===== src/rtl/poly_decim_fir_if.sv =====
// rtl/poly_decim_fir_if.sv - sample, coefficient and output signal bundle for poly_decim_fir
// Ports (signals):
//   in_valid/in_ready/in_data         sample handshake into the filter
//   coef_we/coef_addr/coef_wdata      coefficient write port, coef_busy while filtering
//   out_valid/out_data/out_sat        decimated output strobe, value and saturation flag
// Modports: master drives samples/coefficients, slave is the filter.
interface poly_decim_fir_if #(
  parameter int IN_W   = 8,
  parameter int COEF_W = 10,
  parameter int NTAPS  = 16,
  parameter int OUT_W  = 17
);
  logic                       in_valid;
  logic                       in_ready;
  logic signed [IN_W-1:0]     in_data;
  logic                       coef_we;
  logic [$clog2(NTAPS)-1:0]   coef_addr;
  logic signed [COEF_W-1:0]   coef_wdata;
  logic                       coef_busy;
  logic                       out_valid;
  logic signed [OUT_W-1:0]    out_data;
  logic                       out_sat;

  modport master (
    output in_valid, in_data, coef_we, coef_addr, coef_wdata,
    input  in_ready, coef_busy, out_valid, out_data, out_sat
  );

  modport slave (
    input  in_valid, in_data, coef_we, coef_addr, coef_wdata,
    output in_ready, coef_busy, out_valid, out_data, out_sat
  );
endinterface


===== src/rtl/poly_decim_fir.sv =====
// rtl/poly_decim_fir.sv - decimate-by-DEC FIR stage with one time-multiplexed MAC
// Ports:
//   clk     clock
//   rst_n   asynchronous active-low reset
//   clr     synchronous clear of history/phase/FSM, coefficients and out_data kept
//   bus     poly_decim_fir_if.slave: sample handshake, coefficient writes, output strobe
module poly_decim_fir #(
  parameter int IN_W   = 8,
  parameter int COEF_W = 10,
  parameter int NTAPS  = 16,
  parameter int DEC    = 4,
  parameter int OUT_W  = 17,
  parameter int SHIFT  = 0
) (
  input  logic clk,
  input  logic rst_n,
  input  logic clr,
  poly_decim_fir_if.slave bus
);

  localparam int AW     = $clog2(NTAPS);
  localparam int PW     = (DEC > 1) ? $clog2(DEC) : 1;
  localparam int PROD_W = IN_W + COEF_W;
  localparam int ACC_W  = PROD_W + AW;

  localparam logic [1:0] S_IDLE  = 2'd0;
  localparam logic [1:0] S_MAC   = 2'd1;
  localparam logic [1:0] S_ROUND = 2'd2;

  // Rounding constant 2^(SHIFT-1), zero when SHIFT==0.
  localparam logic [ACC_W:0] RND = ({{ACC_W{1'b0}}, 1'b1} << SHIFT) >> 1;
  // Output clamp limits expressed at the widened accumulator width.
  localparam logic signed [ACC_W:0] OUT_MAX = {{(ACC_W+2-OUT_W){1'b0}}, {(OUT_W-1){1'b1}}};
  localparam logic signed [ACC_W:0] OUT_MIN = ~OUT_MAX;

  logic [1:0]               state;
  logic [PW-1:0]            phase;
  logic [AW-1:0]            k;
  logic signed [ACC_W-1:0]  acc;
  logic signed [IN_W-1:0]   hist [NTAPS];
  logic signed [COEF_W-1:0] coef [NTAPS];
  logic                     out_valid_q;
  logic                     out_sat_q;
  logic signed [OUT_W-1:0]  out_data_q;

  logic signed [PROD_W-1:0] prod;
  logic signed [ACC_W:0]    rsum;
  logic signed [ACC_W:0]    rsh;
  logic                     sat_hi;
  logic                     sat_lo;

  assign prod   = hist[k] * coef[k];
  // One guard bit so adding the rounding constant cannot wrap.
  assign rsum   = {acc[ACC_W-1], acc} + $signed(RND);
  assign rsh    = rsum >>> SHIFT;
  assign sat_hi = (rsh > OUT_MAX);
  assign sat_lo = (rsh < OUT_MIN);

  assign bus.in_ready  = (state == S_IDLE);
  assign bus.coef_busy = (state != S_IDLE);
  assign bus.out_valid = out_valid_q;
  assign bus.out_data  = out_data_q;
  assign bus.out_sat   = out_sat_q;

  always_ff @(posedge clk or negedge rst_n) begin
    if (!rst_n) begin
      state       <= S_IDLE;
      phase       <= '0;
      k           <= '0;
      acc         <= '0;
      out_valid_q <= 1'b0;
      out_sat_q   <= 1'b0;
      out_data_q  <= '0;
      for (int i = 0; i < NTAPS; i++) hist[i] <= '0;
    end else if (clr) begin
      state       <= S_IDLE;
      phase       <= '0;
      k           <= '0;
      acc         <= '0;
      out_valid_q <= 1'b0;
      out_sat_q   <= 1'b0;
      for (int i = 0; i < NTAPS; i++) hist[i] <= '0;
    end else begin
      out_valid_q <= 1'b0;
      out_sat_q   <= 1'b0;
      case (state)
        S_IDLE: begin
          if (bus.in_valid) begin
            for (int i = NTAPS - 1; i > 0; i--) hist[i] <= hist[i-1];
            hist[0] <= bus.in_data;
            if (phase == PW'(DEC - 1)) begin
              phase <= '0;
              acc   <= '0;
              k     <= '0;
              state <= S_MAC;
            end else begin
              phase <= phase + 1'b1;
            end
          end
        end
        S_MAC: begin
          acc <= acc + {{AW{prod[PROD_W-1]}}, prod};
          k   <= k + 1'b1;
          if (k == AW'(NTAPS - 1)) state <= S_ROUND;
        end
        S_ROUND: begin
          if (sat_hi)      out_data_q <= OUT_MAX[OUT_W-1:0];
          else if (sat_lo) out_data_q <= OUT_MIN[OUT_W-1:0];
          else             out_data_q <= rsh[OUT_W-1:0];
          out_sat_q   <= sat_hi | sat_lo;
          out_valid_q <= 1'b1;
          state       <= S_IDLE;
        end
        default: state <= S_IDLE;
      endcase
    end
  end

  // Coefficients survive clr; writes only land while idle so a running MAC sees a stable set.
  always_ff @(posedge clk or negedge rst_n) begin
    if (!rst_n) begin
      for (int i = 0; i < NTAPS; i++) coef[i] <= '0;
    end else if (!clr && bus.coef_we && (state == S_IDLE)) begin
      coef[bus.coef_addr] <= bus.coef_wdata;
    end
  end

endmodule

===== src/flat_wrapper.sv =====
// flat-port wrapper written by rule: the top's interface ports become plain ports
module poly_decim_fir_flat 
#(
  parameter int IN_W   = 8,
  parameter int COEF_W = 10,
  parameter int NTAPS  = 16,
  parameter int DEC    = 4,
  parameter int OUT_W  = 17,
  parameter int SHIFT  = 0
)
  (clk, rst_n, clr, bus_in_valid, bus_in_data, bus_coef_we, bus_coef_addr, bus_coef_wdata, bus_in_ready, bus_coef_busy, bus_out_valid, bus_out_data, bus_out_sat);
  poly_decim_fir_if #(.IN_W(IN_W), .COEF_W(COEF_W), .NTAPS(NTAPS), .OUT_W(OUT_W)) bus_i ();
  input  logic clk;
  input  logic rst_n;
  input  logic clr;
  input wire logic [$bits(bus_i.in_valid)-1:0] bus_in_valid;
  input wire logic [$bits(bus_i.in_data)-1:0] bus_in_data;
  input wire logic [$bits(bus_i.coef_we)-1:0] bus_coef_we;
  input wire logic [$bits(bus_i.coef_addr)-1:0] bus_coef_addr;
  input wire logic [$bits(bus_i.coef_wdata)-1:0] bus_coef_wdata;
  output wire logic [$bits(bus_i.in_ready)-1:0] bus_in_ready;
  output wire logic [$bits(bus_i.coef_busy)-1:0] bus_coef_busy;
  output wire logic [$bits(bus_i.out_valid)-1:0] bus_out_valid;
  output wire logic [$bits(bus_i.out_data)-1:0] bus_out_data;
  output wire logic [$bits(bus_i.out_sat)-1:0] bus_out_sat;
  assign bus_i.in_valid = bus_in_valid;
  assign bus_i.in_data = bus_in_data;
  assign bus_i.coef_we = bus_coef_we;
  assign bus_i.coef_addr = bus_coef_addr;
  assign bus_i.coef_wdata = bus_coef_wdata;
  assign bus_in_ready = bus_i.in_ready;
  assign bus_coef_busy = bus_i.coef_busy;
  assign bus_out_valid = bus_i.out_valid;
  assign bus_out_data = bus_i.out_data;
  assign bus_out_sat = bus_i.out_sat;
  poly_decim_fir #(.IN_W(IN_W), .COEF_W(COEF_W), .NTAPS(NTAPS), .DEC(DEC), .OUT_W(OUT_W), .SHIFT(SHIFT)) u_core (.clk(clk), .rst_n(rst_n), .clr(clr), .bus(bus_i));
endmodule

===== config.mk =====
export PLATFORM = sky130hd
export DESIGN_NAME = poly_decim_fir_flat
export DESIGN_NICKNAME = d
export VERILOG_FILES = /design/src/rtl/poly_decim_fir_if.sv /design/src/rtl/poly_decim_fir.sv /design/src/flat_wrapper.sv
export SDC_FILE = /design/constraint.sdc
export NUM_CORES = 1
export LEC_CHECK = 0
export ABC_AREA = 1
export BUFFER_PORTS_ARGS = -buffer_cell sky130_fd_sc_hd__buf_2
export CAP_MARGIN = 20
export CORE_ASPECT_RATIO = 1.2
export CORE_MARGIN = 4
export CORE_UTILIZATION = 35
export DETAILED_ROUTE_END_ITERATION = 8
export PLACE_DENSITY = 0.46
export SYNTH_ARGS = -nofsm -noshare
export SYNTH_HDL_FRONTEND = slang
export SYNTH_SLANG_ARGS = --single-unit

===== constraint.sdc =====
create_clock -name clk -period 12.9 [get_ports clk]
set_input_delay 3.87 -clock clk [delete_from_list [all_inputs] [get_ports clk]]
set_output_delay 3.87 -clock clk [all_outputs]
set_load 0.05 [all_outputs]

# [Word level (Yosys, flattened, before mapping)]
# Index checks and enable logic that the tools add are counted.
[op_classes] add_sub_neg=3 n_mul=1 order_cmp=5 eq_ne=7 mux=35 bitwise_logic=4 reduce_logical=13
[op_table] op="two-way mux 128 bit" n=3
[op_table] op="bitwise mux 160 bit" n=1
[op_table] op="two-way mux 22 bit" n=3
[op_table] op="case mux 22 bit (2 select lines)" n=1
[op_table] op="binary-select mux 10 bit (select 4 bit)" n=1
[op_table] op="demux 10 bit (select 4 bit)" n=1
[op_table] op="two-way mux 17 bit" n=2
[op_table] op="binary-select mux 8 bit (select 4 bit)" n=1
[op_table] op="two-way mux 10 bit" n=3
[op_table] op="adder 22 bit" n=1
[op_table] op="greater-than comparator 22 x 17 -> 1 bit, second input constant" n=1
[op_table] op="< comparator 22 x 17 -> 1 bit, second input constant" n=1
[op_table] op="multiplier 8 x 10 -> 18 bit" n=1
[op_table] op="two-way mux 2 bit" n=8
[op_table] op="two-way mux 8 bit" n=2
[op_table] op="two-way mux 4 bit" n=3
[op_table] op="greater-or-equal comparator 5 bit, second input constant" n=2
[op_table] op="NOT 4 -> 5 bit" n=2
[op_table] op="case mux 4 bit (2 select lines)" n=1
[op_table] op="!= test 3 x 2 -> 1 bit, second input constant" n=2
[op_table] op="AND reduction 3 bit" n=2
[op_table] op="nonzero test 2 bit" n=3
[op_table] op="< comparator 5 x 1 -> 1 bit, second input constant" n=1
[op_table] op="adder 4 x 1 -> 4 bit, second input constant" n=1
[op_table] op="14 further kinds" n=21
[totals] register_bits=337 input_bits=27 output_inout_bits=21

# [Logic depth before layout (Yosys ltp)]
[logic_depth] word_depth=8 depth_mapped=41 depth_no_buf=38

# [Worst setup path before layout]
# No wires, ideal clock.
[synth_path] path_type="flip-flop to flip-flop" from="register u_core.k[1]" to="register u_core.acc[21]" setup_time_ps=118 arrival_time_ps=6145 t_required_ps=12782 path_slack_ps=6637 stages_incl_launch_ff=41 path_buffers=4 synth_period_minus_slack_ps=6263 path_cell_list="dfrtp_1 buf_6 inv_4 buf_8 buf_12 a21oi_2 o21ai_0 nand3_1 nand3_1 or3b_1 buf_4 nand2_1 inv_1 fa_1 inv_1 fa_1 inv_1 fa_1 (+5 left out) inv_1 nand2_1 nand2_1 nor2_1 o21bai_1 a21boi_0 o21bai_1 xor2_1 ha_1 nand2_1 nor2_1 nand2_1 nor2_1 nand2_1 o211ai_1 nand3_1 nand3_1 nand2_1"
[synth_between] elab_chain_len=8 word_cells_on_any_way=11 classes_between="1 x add/sub; 1 x mul; 8 x mux; 1 x bitwise"
[synth_rtl] item="start, declared" line_no="poly_decim_fir.sv:38" rtl="logic [AW-1:0] k;"
[synth_rtl] item="start signal, assigned" line_no="poly_decim_fir.sv:103" rtl="k <= k + 1'b1;"
[synth_rtl] item="NOT 4 -> 5 bit (implied by the code) *" line_no="poly_decim_fir.sv:52" rtl="assign prod = hist[k] * coef[k];"
[synth_rtl] item="binary-select mux 8 bit (select 4 bit) or binary-select mux 10 bit (select 4 bit) (tied branches)" line_no="poly_decim_fir.sv:52"
[synth_rtl] item="two-way mux 8 bit (implied by the code) or two-way mux 10 bit (tied branches) (2 in a row)" line_no="poly_decim_fir.sv:52"
[synth_rtl] item="multiplier 8 x 10 -> 18 bit *" line_no="poly_decim_fir.sv:52"
[synth_rtl] item="adder 22 bit *" line_no="poly_decim_fir.sv:102" rtl="acc <= acc + {{AW{prod[PROD_W-1]}}, prod};"
[synth_rtl] item="case mux 22 bit (2 select lines) *" line_no="poly_decim_fir.sv:86" rtl="case (state)"
[synth_rtl] item="two-way mux 22 bit *" line_no="poly_decim_fir.sv:75" rtl="end else if (clr) begin"
[synth_rtl] item="end signal, assigned" line_no="poly_decim_fir.sv:102"
[synth_rtl] item="end, declared" line_no="poly_decim_fir.sv:39" rtl="logic signed [ACC_W-1:0] acc;"
# Every way passes the cells marked *; elsewhere a longest branch is shown, timed or not. The select of a mux whose other input is x is not followed.
# A chain may end at the register's enable or synchronous reset.

# [Final worst setup path]
[layout_path] from="register u_core.k[0]" to="register u_core.acc[19]"
# The elaborated chain is that of the path after synthesis.

==> flow_metrics.tcl <==
set metrics [dict create \
    outcome "completed" \
    crit_slowest_cell "buf_4" \
    clockBufferDepth 3 \
    critical_path_arrival_ns 8.95 \
    hold_buffers 0 \
    post_cts_buffers 0 \
    drive_above_1_share 0.0680 \
    finalSetupViolations 0 \
    final_net_count 2447 \
    rows 93 \
    skew_ns 0.0119 \
    gr-usage-all-layers 0.182 \
    htreeDepth 2 \
    drc 0 \
    seq_area_frac_synth 0.438 \
    power_density_mw_per_mm2 299 \
    hpwl_um 35100 \
    start_util 0.356 \
    syn_area_per_cell_um2 8.24 \
    ant_nets 0 \
    place_congestion 0.839 \
    cts_tree "built" \
    r2r_slack_ns 4.40 \
    ios 48 \
    max_cap_violations 0 \
    finalHoldViolCount 0 \
    slew_violations 0 \
    fin_tns_setup_ns 0 \
    grt_pass1_vias 15627 \
    wire_per_inst_um 17.6 \
    ys_types 49 \
    startpoint_type "flip-flop" \
    crit_type "flip-flop to flip-flop" \
    cts-root-buf "clkbuf_16" \
    min_path_type "flip-flop to flip-flop" \
    rsz0062_at_grt "false" \
    first_pass_iters 5 \
    slowest_delay_ns 0.77 \
    synthesis.area_mm2 0.0192 \
    port_buffers 47 \
    grt-busiest-layer "met2" \
    synth_nets 2485 \
    grt_pass1_wl_um 87500 \
    endpoint_kind "flip-flop" \
    grt_max_degree 149 \
    via_per_inst 5.08 \
    clock_sinks 337 \
    p_leak_nw 10.2 \
    required_ns 13.35 \
    insertion_delay_ns 0.56 \
    grt_use_met3 0.0270 \
    num_vias 15433 \
    coreArea_mm2 0.0541 \
    relSlewSlack 0.313 \
    die_area_mm2 0.0588 \
    wl_um 53400 \
    synth_cells 2334 \
    fp.dieW_um 222 \
    yosys_warnings 0 \
    overflow 0 \
    syn_to_final_growth_pct 9.78 \
    power_mw 6.33 \
    ys_ff_latch 337 \
    fmax_mhz 118 \
    crit_fanout 77 \
    timing.final.crit_period_ns 8.50 \
    gr-usage-met1 0.245 \
    diodes 0 \
    drtIter0Drc 1158 \
    clkTransAtPathRegs_ns 0.06 \
    cts_resized 0 \
    worstMarginPinSlew_ns 1.03 \
    cts_buffers 39 \
    gr-usage-met2 0.303 \
    peakVddDrop_uv 172 \
    min_period_over_period 0.659 \
    dieHeight_um 265 \
    grt_antenna_before_repair 0 \
    fill_cells 5588 \
]
## per-layer routing
| metal | vias to the layer above | routed length, µm |
|---|---|---|
| met5 | - | 0 |
| met4 | 0 | 1840 |
| met3 | 89 | 1900 |
| met2 | 293 | 25200 |
| met1 | 7490 | 24600 |
| li1 | 7561 | - |
## critical path, delay by kind of cell (launching register included)
family / cells / cell delay [ns]
compound gates: 7 / 0.90
xor+xnor: 1 / 0.17
fa+ha+maj: 6 / 2.81
buf+inv: 8 / 1.69
flops: 1 / 0.71
simple gates: 13 / 2.02
## through the flow
| stage | util | cells | setup WS, ns | instance area (µm²) | hold slack (ns) |
|---|---|---|---|---|---|
| final | 0.390 | 3037 | 4.40 | 21100 | 0.474 |
| after floorplan | - | 2334 | 6.64 | 19200 | 0.448 |
| after global placement | 0.366 | 2966 | 4.50 | 19800 | 0.461 |
| after CTS | 0.390 | 3036 | 4.38 | 21100 | 0.482 |
| after detailed placement | 0.366 | 2966 | 4.38 | 19800 | 0.467 |
| after global routing | 0.390 | 3037 | 3.68 | 21100 | 0.493 |
## registers in the layout, summed over array words and instances, names as in the netlist
name	count
u_core.state	2
u_core.acc	22
u_core.bus.out_valid	1
u_core.coef	160
u_core.k	4
u_core.hist	128
u_core.bus.out_data	17
u_core.phase	2
u_core.bus.out_sat	1
## cell type report
class | instances | area, µm² | share of cell area
clock inverter | 7 | 97.6 | 0.00462
clock buffer | 63 | 1210 | 0.0571
timing repair buffer | 62 | 390 | 0.0185
multi-input combinational | 1497 | 8750 | 0.414
inverter | 359 | 1350 | 0.0640
sequential | 337 | 8440 | 0.399
tap | 712 | 891 | 0.0422
## cell usage in the layout (no fill, tap or decap), drive strengths merged, types with 5 or more instances in the layout
cell / count
a21oi: 125
buf: 62
clkbuf: 63
dfrtp: 337
fa: 68
ha: 56
inv: 363
nand2: 425
nand3: 74
nand4: 8
nor2: 144
nor3: 11
o211ai: 7
o21ai: 365
o21bai: 7
o221ai: 15
o22ai: 149
or3b: 6
xnor2: 5
xor2: 9
## Yosys cell counts (all sizes together)
| cell | number | area [µm²] |
|---|---|---|
| nor2 | 144 | 546 |
| a21o | 3 | 22.5 |
| o31ai | 2 | 15.0 |
| a31oi | 4 | 25.0 |
| fa | 68 | 1360 |
| or2 | 4 | 25.0 |
| o211ai | 7 | 62.6 |
| or3b | 6 | 52.6 |
| nand3 | 74 | 420 |
| buf | 60 | 420 |
| o21a | 2 | 15.0 |
| clkbuf | 81 | 305 |
| o32ai | 1 | 8.76 |
| a21oi | 125 | 629 |
| nor3 | 11 | 70.1 |
| xnor2 | 5 | 43.8 |
| ha | 56 | 701 |
| o2111ai | 1 | 8.76 |
| dfrtp | 337 | 8430 |
| o21ai | 365 | 1830 |
| a32o | 1 | 10.0 |
| nand2 | 425 | 1600 |
| inv | 359 | 1350 |
| nand4 | 8 | 50.1 |
| o21bai | 7 | 52.6 |
| o41ai | 1 | 8.76 |
| o22ai | 149 | 932 |
| nand3b | 2 | 15.0 |
| o221ai | 15 | 131 |
| a22o | 1 | 8.76 |
| xor2 | 9 | 78.8 |
| a21boi | 1 | 7.51 |
## cell families after synthesis
kind of cell | count (synthesis) | synth area share
AO/OA/AOI/OAI | 685 | 0.196
AND/OR/NAND/NOR | 674 | 0.145
buffers and inverters | 500 | 0.108
flip-flops | 337 | 0.438
adder cells (fa/ha/maj) | 124 | 0.107
XOR/XNOR | 14 | 0.00637
## worst paths after layout
kind | startpoint | depth (start not counted) | end
worst max-delay path | u_core.k[0] | 35 | u_core.acc[19]
worst min-delay path | u_core.bus.out_data[8] | 2 | u_core.bus.out_data[8]
worst max register to register | u_core.k[0] | 35 | u_core.acc[19]
worst min register to register | u_core.bus.out_data[8] | 2 | u_core.bus.out_data[8]
max in group asynchronous | rst_n | 2 | u_core.coef[16]
min in group asynchronous | rst_n | 1 | u_core.hist[38]
## where the power goes
part	switching, mW	total (mW)	internal [mW]
clock network	0.465	1.13	0.665
registers	0.143	1.41	1.27
logic	2.55	3.79	1.24
total	3.16	6.33	3.17
No activity file was read; power rests on OpenSTA's default activity.
